**config.mk**
```make
export PLATFORM = sky130hd
export DESIGN_NAME = piso_serializer_flat
export DESIGN_NICKNAME = d
export VERILOG_FILES = /design/src/rtl/piso_serializer_pkg.sv /design/src/rtl/piso_serializer_if.sv /design/src/rtl/piso_bit_counter.sv /design/src/rtl/piso_serializer.sv /design/src/flat_wrapper.sv
export SDC_FILE = /design/constraint.sdc
export NUM_CORES = 1
export LEC_CHECK = 0
export BUFFER_PORTS_ARGS = -buffer_cell sky130_fd_sc_hd__buf_2
export CORE_AREA = 2 2 39 41
export CTS_BUF_LIST = sky130_fd_sc_hd__clkbuf_4 sky130_fd_sc_hd__clkbuf_8
export DETAILED_ROUTE_END_ITERATION = 8
export DIE_AREA = 0 0 41 43
export SLEW_MARGIN = 20
export SYNTH_ARGS = -nofsm -noshare
export SYNTH_HDL_FRONTEND = slang
export SYNTH_SLANG_ARGS = --single-unit
```
**constraint.sdc**
```tcl
create_clock -name clk -period 2 [get_ports clk]
set_clock_uncertainty 0.1 [all_clocks]
set_input_delay 0.2 -clock clk [delete_from_list [all_inputs] [get_ports clk]]
set_output_delay 0.2 -clock clk [all_outputs]
set_load 0.01 [all_outputs]
```
**src/rtl/piso_serializer_pkg.sv**
```systemverilog
`default_nettype none
// ============================================================================
//  Module      : serializer_pkg
//  Description : Shared types and helpers for the PISO serializer slice.
//  Revision    : 1.0 - initial release
// ============================================================================
package serializer_pkg;

    // Two-state controller: waiting for a word, or shifting one out.
    typedef enum logic [0:0] {
        IDLE  = 1'b0,
        SHIFT = 1'b1
    } state_t;

    // Bit-counter width for a WIDTH-bit word (WIDTH >= 2).
    function automatic int cnt_width(input int width);
        return (width > 2) ? $clog2(width) : 1;
    endfunction

endpackage : serializer_pkg
`default_nettype wire

```
**src/rtl/piso_serializer_if.sv**
```systemverilog
`default_nettype none
// ============================================================================
//  Module      : piso_serializer_if
//  Description : Parallel-word input and serial-bit output handshake bundle.
//  Revision    : 1.0 - initial release
// ============================================================================
interface piso_serializer_if #(
    parameter int WIDTH = 4
);

    logic [WIDTH-1:0] din;
    logic             din_valid;
    logic             din_ready;
    logic             sout;
    logic             sout_valid;
    logic             sout_ready;
    logic             sout_last;
    logic             busy;

    // Environment side: supplies words, consumes serial bits.
    modport master (
        output din,
        output din_valid,
        output sout_ready,
        input  din_ready,
        input  sout,
        input  sout_valid,
        input  sout_last,
        input  busy
    );

    // Serializer side.
    modport slave (
        input  din,
        input  din_valid,
        input  sout_ready,
        output din_ready,
        output sout,
        output sout_valid,
        output sout_last,
        output busy
    );

endinterface : piso_serializer_if
`default_nettype wire

```
**src/rtl/piso_bit_counter.sv**
```systemverilog
`default_nettype none
// ============================================================================
//  Module      : piso_bit_counter
//  Description : Counts serial beats within a word; flags the final bit.
//  Revision    : 1.0 - initial release
// ============================================================================
module piso_bit_counter
    import serializer_pkg::*;
#(
    parameter int WIDTH = 4
) (
    input  logic clk,
    input  logic rst_n,
    input  logic clear,
    input  logic enable,
    output logic terminal
);

    localparam int            CW       = cnt_width(WIDTH);
    localparam logic [CW-1:0] LAST_IDX = CW'(WIDTH - 1);

    logic [CW-1:0] bit_cnt;

    // Clear on word load takes priority over a beat so a new word starts at 0.
    always_ff @(posedge clk or negedge rst_n) begin
        if (!rst_n) begin
            bit_cnt <= '0;
        end else if (clear) begin
            bit_cnt <= '0;
        end else if (enable) begin
            bit_cnt <= bit_cnt + CW'(1);
        end
    end

    assign terminal = (bit_cnt == LAST_IDX);

endmodule : piso_bit_counter
`default_nettype wire

```
**src/rtl/piso_serializer.sv**
```systemverilog
`default_nettype none
// ============================================================================
//  Module      : piso_serializer
//  Description : Parallel-in/serial-out stage with valid/ready on both sides
//                and zero-bubble word streaming.
//  Revision    : 1.0 - initial release
// ============================================================================
module piso_serializer
    import serializer_pkg::*;
#(
    parameter int WIDTH     = 4,
    parameter bit MSB_FIRST = 1'b1
) (
    input  logic                 clk,
    input  logic                 rst_n,
    piso_serializer_if.slave     bus
);

    state_t           state;
    state_t           state_next;
    logic [WIDTH-1:0] shift_reg;
    logic [WIDTH-1:0] shift_next;
    logic             out_bit;
    logic             terminal;
    logic             in_shift;
    logic             last_bit;
    logic             beat;
    logic             accept;

    assign in_shift = (state == SHIFT);
    assign last_bit = in_shift & terminal;
    assign beat     = in_shift & bus.sout_ready;
    // Ready during the final beat lets the next word load with no gap.
    assign accept   = bus.din_valid & bus.din_ready;

    // Shift direction and output tap depend on elaboration-time word order.
    generate
        if (MSB_FIRST) begin : g_msb_first
            assign shift_next = {shift_reg[WIDTH-2:0], 1'b0};
            assign out_bit    = shift_reg[WIDTH-1];
        end else begin : g_lsb_first
            assign shift_next = {1'b0, shift_reg[WIDTH-1:1]};
            assign out_bit    = shift_reg[0];
        end
    endgenerate

    piso_bit_counter #(
        .WIDTH    (WIDTH)
    ) u_bit_counter (
        .clk      (clk),
        .rst_n    (rst_n),
        .clear    (accept),
        .enable   (beat),
        .terminal (terminal)
    );

    // State register.
    always_ff @(posedge clk or negedge rst_n) begin
        if (!rst_n) begin
            state <= IDLE;
        end else begin
            state <= state_next;
        end
    end

    // Next state: leave IDLE on a word, leave SHIFT only at a last beat with nothing queued.
    always_comb begin
        state_next = state;
        case (state)
            IDLE: begin
                if (bus.din_valid) begin
                    state_next = SHIFT;
                end
            end
            SHIFT: begin
                if (beat && terminal) begin
                    state_next = bus.din_valid ? SHIFT : IDLE;
                end
            end
            default: state_next = IDLE;
        endcase
    end

    // Shift register: load on accept, otherwise advance one position per beat.
    always_ff @(posedge clk or negedge rst_n) begin
        if (!rst_n) begin
            shift_reg <= '0;
        end else if (accept) begin
            shift_reg <= bus.din;
        end else if (beat) begin
            shift_reg <= shift_next;
        end
    end

    assign bus.din_ready  = ~in_shift | (last_bit & bus.sout_ready);
    assign bus.sout       = out_bit;
    assign bus.sout_valid = in_shift;
    assign bus.sout_last  = last_bit;
    assign bus.busy       = in_shift;

endmodule : piso_serializer
`default_nettype wire

```
**src/flat_wrapper.sv**
```systemverilog
// flat-port wrapper written by rule: the top's interface ports become plain ports
module piso_serializer_flat import serializer_pkg::*;
#(
    parameter int WIDTH     = 4,
    parameter bit MSB_FIRST = 1'b1
)
  (clk, rst_n, bus_din, bus_din_valid, bus_sout_ready, bus_din_ready, bus_sout, bus_sout_valid, bus_sout_last, bus_busy);
  piso_serializer_if #(.WIDTH(WIDTH)) bus_i ();
  input  logic clk;
  input  logic rst_n;
  input wire logic [$bits(bus_i.din)-1:0] bus_din;
  input wire logic [$bits(bus_i.din_valid)-1:0] bus_din_valid;
  input wire logic [$bits(bus_i.sout_ready)-1:0] bus_sout_ready;
  output wire logic [$bits(bus_i.din_ready)-1:0] bus_din_ready;
  output wire logic [$bits(bus_i.sout)-1:0] bus_sout;
  output wire logic [$bits(bus_i.sout_valid)-1:0] bus_sout_valid;
  output wire logic [$bits(bus_i.sout_last)-1:0] bus_sout_last;
  output wire logic [$bits(bus_i.busy)-1:0] bus_busy;
  assign bus_i.din = bus_din;
  assign bus_i.din_valid = bus_din_valid;
  assign bus_i.sout_ready = bus_sout_ready;
  assign bus_din_ready = bus_i.din_ready;
  assign bus_sout = bus_i.sout;
  assign bus_sout_valid = bus_i.sout_valid;
  assign bus_sout_last = bus_i.sout_last;
  assign bus_busy = bus_i.busy;
  piso_serializer #(.WIDTH(WIDTH), .MSB_FIRST(MSB_FIRST)) u_core (.clk(clk), .rst_n(rst_n), .bus(bus_i));
endmodule
```
==> results of run 1 <==
## Yosys cell counts (all sizes together)
cell and number:
nor2b 1, dfrtp 7, or2b 4, inv 1, nand2 3, buf 4, nor2 2, a22o 2
mux2i 4, a31o 1, a32o 1, a21oi 3, nand2b 1, ha 1, and2 1, mux2 3
o22ai 2, a222oi 1
## final timing paths
path                                                 start                               to  slack, ns  depth (start not counted)
max in group asynchronous                            rst_n              u_core.shift_reg[3]       1.42                          2
max                        u_core.u_bit_counter.bit_cnt[0]                    bus_din_ready       0.47                          4
min in group asynchronous                            rst_n              u_core.shift_reg[2]       0.22                          2
max reg2reg                u_core.u_bit_counter.bit_cnt[1]  u_core.u_bit_counter.bit_cnt[1]       0.62                          4
min reg2reg                            u_core.shift_reg[0]              u_core.shift_reg[0]       0.40                          1
min                                             bus_din[0]              u_core.shift_reg[0]       0.11                          2
## power by group through the flow
stage / sequential [uW] / clock, uW / combinational, uW
after floorplan: 234 / 0 / 222
after global placement: 239 / 0 / 271
after detailed placement: 243 / 0 / 271
after CTS: 240 / 148 / 276
after global routing: 248 / 162 / 304
final: 240 / 141 / 272
## worst max-delay path, stage by stage (launching register included)
cell and delay [ns]:
dfrtp_1 0.40, ha_1 0.25, nand2_1 0.08, nand2_1 0.08, buf_2 0.17
## logic make-up after synthesis
group                    after synthesis  share of synthesized area (%)
adder cells (fa/ha/maj)                1                           2.78
AND/OR/NAND/NOR                       12                           15.6
AO/OA/AOI/OAI                         10                           16.4
multiplexers                           7                           16.4
flip-flops                             7                           38.9
buffers and inverters                  5                           10.0
## timing repair
item | in CTS | in global routing
resized for setup | 0 | 0
hold buffers | 1 | 0
hold endpoints to repair | 7 | 0
## per-layer routing
layer / share of wire, % / GRT usage [%]
met5: 0 / 0
met4: 0 / 10.0
met3: 4.4 / 3.14
met2: 44 / 13.4
met1: 52 / 17.2
## per-stage QoR
step	instances	cell area, um^2	setup slack [ns]	util (%)
floorplan	42	450	0.690	-
finish	71	529	0.465	38.2
global placement	66	489	0.652	35.4
CTS	71	529	0.453	38.2
global route	71	529	0.367	38.2
detailed placement	66	489	0.627	35.4
## area by class of cell
cell class / count / area, um^2
clock buffer: 4 / 30.0
fill: 140 / 855
inverter: 1 / 3.75
multi-input combinational: 30 / 230
sequential: 7 / 175
tap: 16 / 20.0
timing repair buffer: 13 / 70.1
==> out/metrics.yaml, run 1 <==
detailed_routing:
  detail_route.wirelength_um: 789
  drt_first_pass_iters: 4
  route.vias.total: 344
  detail_route.drc_violations: 0
  drt_iter0_markers: 3
  vias_per_cell: 4.85
  avgRoutedWirePerCell_um: 11.1
  antenna_violating_nets_post_route: 0
clock_network:
  cts_htree_levels: 1
  worst_skew_pair.late_latency_ns: 0.25
  cts.sinks: 7
  cts_tree: "yes"
  path_clk_slew_ns: 0.05
  numCtsBuffers: 3
  cts_root_buffer: "clkbuf_4"
  cts_max_path_buffers: 2
  post_cts_setup_inserts: 0
die:
  die-area_um2: 1760
  initial_utilization_pct: 32.5
  std_cell_rows: 14
  io-pin-count: 13
  chipHeight_um: 43
  floorplan.core_area_um2: 1380
  chipWidth_um: 41
timing:
  period_share_pct: 76.7
  slew-limit-headroom_pct: 74.6
  fin_setup_tns_ns: 0
  post-route-min-period_ns: 1.53
  clock.fmax_mhz: 652
  worst_hold_slack_ns: 0.108
  drv_slew: 0
  final-setup-viol-count: 0
  rsz_0062_raised_after_global_routing: "false"
  hold_violations: 0
  worst-slew-pin-transition_ns: 0.380
finish:
  num_antenna_cells: 0
  drive_above_1_share_pct: 32.7
  mostFrequentLayoutCells: "buf_2 (12), dfrtp_1 (7), or2b_1 (4), mux2i_1 (4), clkbuf_4 (4)"
  layout-area-overhead-vs-synth_pct: 17.5
  largest_reg_flops: 4
  final_common_cell: "buf_2"
  final_net_count: 65
synth:
  synth_sequential_area_ratio_pct: 38.9
  postSynthAreaPerCell_um2: 10.7
  syn_nets: 51
  synth.top_cells.by_area: "dfrtp_1 (39%), mux2i_1 (8.9%), or2b_1 (6.7%)"
  post_synth_inst_count: 42
  synth_seq_cells: 7
  yosys.cell_types.count: 22
  synth_top_area_share_pct: 38.9
  synth_warnings: 0
  synth.largest_area_cell: "dfrtp_1"
  syn-cell-area_um2: 450
run:
  max-cap-violations: 0
placed_design:
  dp_hpwl_um: 591
  buffer_ports.inserted: 12
  globalplace.congestion: 0.691
power:
  power.switching_uw: 216
  sequentialPowerShare_pct: 36.8
  power_density_nw_per_um2: 1230
  vdd_drop_max_v: 0.000513
  p_sw_share_pct: 33.1
  internal_power_uw: 437
  total_power_uw: 653
  total_leakage_power_uw: 0.000281
  clock_power_share_pct: 21.6
  power.combinational.fraction_pct: 41.6
setup_path:
  timing.critical_path.fanout_max: 4
  critical_path.startpoint_type: "flop"
  worst_ep_arrival_time_ns: 1.23
  cp.required_ns: 1.70
  crit_type: "reg2out"
  worst_setup_path_end_kind: "output port"
grt:
  grt_start_max_net_pins: 16
  groute.usage.overall_pct: 11.8
  gr-total-overflow: 0
  grt_first_pass_wirelength_um: 1340
  number_of_global_route_vias_before_repair: 311
  grt_antenna_before_repair: 0
status:
  run_status: "finished, final reports clean"
hold_path:
  hold_class: "in2reg"
(Power assumes the default switching activity.)
==> run 2, diff against run 1 <==
- clock period: 2 -> 1.6 ns (I/O delays scaled with it)
==> run 2 against run 1 <==
  * Core utilization unchanged
  * First-iteration DRC count increased to 5.0 times the previous value
  * Register-to-register slack got worse by 0.41 ns
  * Final area unchanged
  * Power increased by 25%
  * Global-route usage increased by 0.19 points
  * Cell count unchanged
  * Largest cell class unchanged
==> out/metrics.yaml, run 2 (synthesized netlist as in run 1, its figures left out) <==
placed_design:
  buffer_ports.inserted: 12
  dp_hpwl_um: 581
  globalplace.congestion: 0.692
clock_network:
  cts_resized: 0
  numCtsBuffers: 3
  path_clk_slew_ns: 0.06
  cts_max_path_buffers: 2
  cts_tree: "yes"
  cts_root_buffer: "clkbuf_4"
  cts.sinks: 7
  worst_skew_pair.late_latency_ns: 0.25
  post_cts_setup_inserts: 0
  holdBufCountCts: 1
  cts_htree_levels: 1
finish:
  final.fill_count: 139
  drive_above_1_share_pct: 32.7
  final_common_cell: "buf_2"
  num_antenna_cells: 0
  largest_reg_flops: 4
  multiInputGateArea_um2: 230
  final_net_count: 65
  register_area_um2: 175
  layout-area-overhead-vs-synth_pct: 17.5
  mostFrequentLayoutCells: "buf_2 (12), dfrtp_1 (7), or2b_1 (4), mux2i_1 (4), clkbuf_4 (4)"
setup_path:
  r2r_start: "u_core.u_bit_counter.bit_cnt[0]"
  cp.required_ns: 1.34
  ff2ff_path_depth: 4
  timing.critical_path.fanout_max: 4
  crit_type: "reg2out"
  worst_setup_path_end_kind: "output port"
  worst_ep_arrival_time_ns: 1.24
  critical_path.startpoint_type: "flop"
  ff2ff_setup_slack_ns: 0.21
  crit-reg2reg-capture: "u_core.u_bit_counter.bit_cnt[1]"
timing:
  worst-slew-pin-transition_ns: 0.379
  final-setup-viol-count: 0
  slew-limit-headroom_pct: 74.7
  drv_slew: 0
  period_share_pct: 93.9
  rsz_0062_raised_after_global_routing: "false"
  clock.fmax_mhz: 666
  fin_setup_tns_ns: 0
  worst_hold_slack_ns: 0.0668
  post-route-min-period_ns: 1.50
  hold_violations: 0
die:
  floorplan.core_area_um2: 1380
  initial_utilization_pct: 32.5
  die-area_um2: 1760
  std_cell_rows: 14
  chipWidth_um: 41
  chipHeight_um: 43
  io-pin-count: 13
hold_path:
  min_to: "u_core.shift_reg[0]"
  min_from: "bus_din[0]"
  hold_class: "in2reg"
  holdPathStages: 2
detailed_routing:
  route.vias.total: 345
  antenna_violating_nets_post_route: 0
  drt_first_pass_iters: 4
  drt_iter0_markers: 15
  detail_route.wirelength_um: 796
  detail_route.drc_violations: 0
  avgRoutedWirePerCell_um: 11.2
  vias_per_cell: 4.86
grt:
  grt_antenna_before_repair: 0
  groute.usage.overall_pct: 11.9
  grt_first_pass_wirelength_um: 1350
  number_of_global_route_vias_before_repair: 338
  grt_start_max_net_pins: 16
  gr-total-overflow: 0
power:
  power_density_nw_per_um2: 1540
  total_leakage_power_uw: 0.000281
  vdd_drop_max_v: 0.000600
status:
  run_status: "finished, final reports clean"
run:
  max-cap-violations: 0
-- run 2: worst max-delay path, stage by stage, from the launching register on --
cell	delay, ns
dfrtp_1	0.41
ha_1	0.25
nand2_1	0.08
nand2_1	0.08
buf_2	0.17
-- run 2: where the power goes --
part	leakage, uW	switching (uW)	internal, uW	total [uW]
logic	0.000180	149	189	337
clock network	0.0000184	67.1	112	179
registers	0.0000817	55.9	244	300
total	0.000281	272	545	817
-- run 2: worst max path at each step --
stage                                                from                         endpoint  slack (ns)  cells after the start
after CTS                 u_core.u_bit_counter.bit_cnt[0]                    bus_din_ready        0.09                      4
final                     u_core.u_bit_counter.bit_cnt[0]                    bus_din_ready         0.1                      4
after floorplan           u_core.u_bit_counter.bit_cnt[0]  u_core.u_bit_counter.bit_cnt[1]        0.29                      4
after global routing      u_core.u_bit_counter.bit_cnt[0]                    bus_din_ready        0.02                      4
after global placement    u_core.u_bit_counter.bit_cnt[0]  u_core.u_bit_counter.bit_cnt[1]        0.25                      4
after detailed placement  u_core.u_bit_counter.bit_cnt[0]  u_core.u_bit_counter.bit_cnt[1]        0.22                      4
-- run 2: layer usage --
layer | wire (um) | vias up | GRT usage [%]
met5 | 0 | - | 0
met4 | 0 | 0 | 8.00
met3 | 59 | 0 | 4.71
met2 | 357 | 13 | 16.3
met1 | 378 | 154 | 14.9
li1 | - | 178 | -
-- run 2: layout make-up --
| class | instances | area share [%] |
|---|---|---|
| Clock buffer | 4 | 5.67 |
| Multi-Input combinational cell | 30 | 43.5 |
| Timing Repair Buffer | 13 | 13.2 |
| Tap cell | 16 | 3.78 |
| Sequential cell | 7 | 33.1 |
| Inverter | 1 | 0.709 |
-- run 2: through the flow --
step | utilization [%] | power, uW | instance area, um^2 | setup WS (ns) | cells
5_1_grt | 38.2 | 897 | 529 | 0.0226 | 71
6_report | 38.2 | 817 | 529 | 0.0979 | 71
4_1_cts | 38.2 | 830 | 529 | 0.0872 | 71
2_1_floorplan | - | 569 | 450 | 0.290 | 42
3_3_place_gp | 35.4 | 637 | 489 | 0.251 | 66
3_5_place_dp | 35.4 | 638 | 489 | 0.218 | 66
==> run 3, diff against run 2 <==
- SYNTH_HIERARCHICAL: not set -> 1
==> run 3 against run 2 <==
  * Synthesized cell count did not move
  * Non-clock buffer count did not move
  * Final area rose by 2.1%
  * Largest power group unchanged
==> out/metrics.yaml, run 3 <==
status:
  run_status: "finished, final reports clean"
setup_path:
  crit_path_frequent_cell: "nand2_1"
  crit-reg2reg-capture: "u_core/shift_reg[1]"
  cp.required_ns: 1.34
  crit_type: "reg2out"
  r2r_start: "u_core/u_bit_counter/bit_cnt[0]"
  worst-path-buf-inv: 1
  worst_ep_arrival_time_ns: 1.20
  critical_path.startpoint_type: "flop"
  worst_setup_path_end_kind: "output port"
  critPathSlowestCell: "dfrtp_1"
  timing.critical_path.fanout_max: 4
  ff2ff_path_depth: 4
  critical_path.max_stage_delay_ns: 0.39
  ff2ff_setup_slack_ns: 0.30
  critical_path.cell_chain: "ha_1, nand2_1, nand2_1, buf_2"
  critPathTopFamily: "flip-flops"
synth:
  synth_seq_cells: 7
  synth_warnings: 6
  synth_enable_flop_cells: 0
  synth_async_sr_flop_share_pct: 100
  synth_sequential_area_ratio_pct: 39.2
  synth.top_cells.by_area: "dfrtp_1 (39%), mux2i_1 (11%), mux2_4 (10%)"
  ys_dominant_reg_cell: "dfrtp_1"
  synth.cells.most_frequent: "dfrtp_1 (7), mux2i_1 (5), nand2b_1 (4)"
  synth.largest_area_cell: "dfrtp_1"
  syn-cell-area_um2: 447
  postSynthAreaPerCell_um2: 10.6
  syn_nets: 51
  most_repeated_cell_in_the_gate_level_netlist_after_synthesis: "dfrtp_1"
  yosys.cell_types.count: 18
  post_synth_inst_count: 42
  synth_top_area_share_pct: 39.2
hold_path:
  min_to: "u_core/shift_reg[3]"
  holdPathStages: 2
  hold_class: "in2reg"
  min_from: "bus_sout_ready"
clock_network:
  cts_root_buffer: "clkbuf_4"
  worst_skew_pair.late_latency_ns: 0.26
  path_clk_slew_ns: 0.06
  cts.sinks: 7
  cts_htree_levels: 1
  numCtsBuffers: 3
  cts_max_path_buffers: 2
  cts_tree: "yes"
detailed_routing:
  drt_iter0_markers: 4
  route.vias.total: 340
  detail_route.wirelength_um: 879
  avgRoutedWirePerCell_um: 12.2
  vias_per_cell: 4.72
  antenna_violating_nets_post_route: 0
  drt_first_pass_iters: 4
  detail_route.drc_violations: 0
die:
  floorplan.core_area_um2: 1380
  die-area_um2: 1760
  io-pin-count: 13
  initial_utilization_pct: 32.3
  std_cell_rows: 14
  chipHeight_um: 43
  chipWidth_um: 41
timing:
  drv_slew: 0
  clock.fmax_mhz: 684
  worst_hold_slack_ns: 0.0623
  slew-limit-headroom_pct: 75.0
  post-route-min-period_ns: 1.46
  rsz_0062_raised_after_global_routing: "false"
  hold_violations: 0
  period_share_pct: 91.4
  worst-slew-pin-transition_ns: 0.375
  fin_setup_tns_ns: 0
  post-route-worst-setup-slack_ns: 0.137
  final-setup-viol-count: 0
placed_design:
  dp_hpwl_um: 646
  globalplace.congestion: 0.721
  dp_slack_ns: 0.314
  buffer_ports.inserted: 12
grt:
  gr-total-overflow: 0
  grt_antenna_before_repair: 0
  grt_start_max_net_pins: 14
  grt_first_pass_wirelength_um: 1440
  groute.usage.overall_pct: 12.4
  number_of_global_route_vias_before_repair: 350
finish:
  drive_above_1_share_pct: 35.7
  final_common_cell: "buf_2"
  largest_reg_flops: 4
  layout-area-overhead-vs-synth_pct: 21.0
  postLayoutCoreUtil_pct: 39.1
  final_net_count: 66
  num_antenna_cells: 0
  final.fill_count: 140
  mostFrequentLayoutCells: "buf_2 (12), dfrtp_1 (7), mux2i_1 (5), clkbuf_4 (4), nand2b_1 (4)"
power:
  vdd_drop_max_v: 0.000511
  power_density_nw_per_um2: 1580
  total_leakage_power_uw: 0.000278
  total_power_uw: 853
run:
  max-cap-violations: 0
-- run 3: where the power goes --
part / internal (uW) / switching (uW) / total, uW
clock network: 113 / 72.8 / 185
registers: 251 / 62.6 / 313
logic: 191 / 163 / 354
-- run 3: routing by layer --
layer	track usage, %	vias to the layer above	part of all wire [%]
li1	-	174	-
met1	16.8	148	49
met2	16.6	14	40
met3	2.09	4	7.6
met4	10.0	0	3.1
met5	0	-	0
-- run 3: logic make-up after synthesis --
group	synth area share (%)
AND/OR/NAND/NOR	17.1
multiplexers	21.3
AO/OA/AOI/OAI	10.9
flip-flops	39.2
buffers and inverters	6.72
XOR/XNOR	1.96
adder cells (fa/ha/maj)	2.80
-- run 3: stage by stage --
stage	instances	instance area, um^2
2_1_floorplan	42	447
3_3_place_gp	67	500
3_5_place_dp	67	500
4_1_cts	72	541
5_1_grt	72	541
6_report	72	541
-- run 3: worst max path at each step --
stage,end,from,slack [ns],depth (start not counted)
2_1_floorplan,u_core/shift_reg[1],u_core/u_bit_counter/bit_cnt[0],0.39,4
3_3_place_gp,u_core/shift_reg[1],u_core/u_bit_counter/bit_cnt[0],0.32,4
3_5_place_dp,u_core/shift_reg[1],u_core/u_bit_counter/bit_cnt[0],0.31,4
4_1_cts,bus_din_ready,u_core/u_bit_counter/bit_cnt[0],0.13,4
5_1_grt,bus_din_ready,u_core/u_bit_counter/bit_cnt[0],0.05,4
6_report,bus_din_ready,u_core/u_bit_counter/bit_cnt[0],0.14,4
-- run 3: repair_timing --
action | 4_1_cts | 5_1_grt
endpoints found under the hold margin | 7 | 0
hold buffers | 1 | 0
resized for setup | 0 | 0
setup buffers | 0 | 0
-- run 3: layout make-up --
class | instances | area [um^2] | area share, %
Tap cell | 16 | 20.0 | 3.70
Sequential cell | 7 | 175 | 32.4
Timing Repair Buffer | 13 | 70.1 | 13.0
Inverter | 1 | 3.75 | 0.694
Clock buffer | 4 | 30.0 | 5.56
Multi-Input combinational cell | 31 | 241 | 44.7
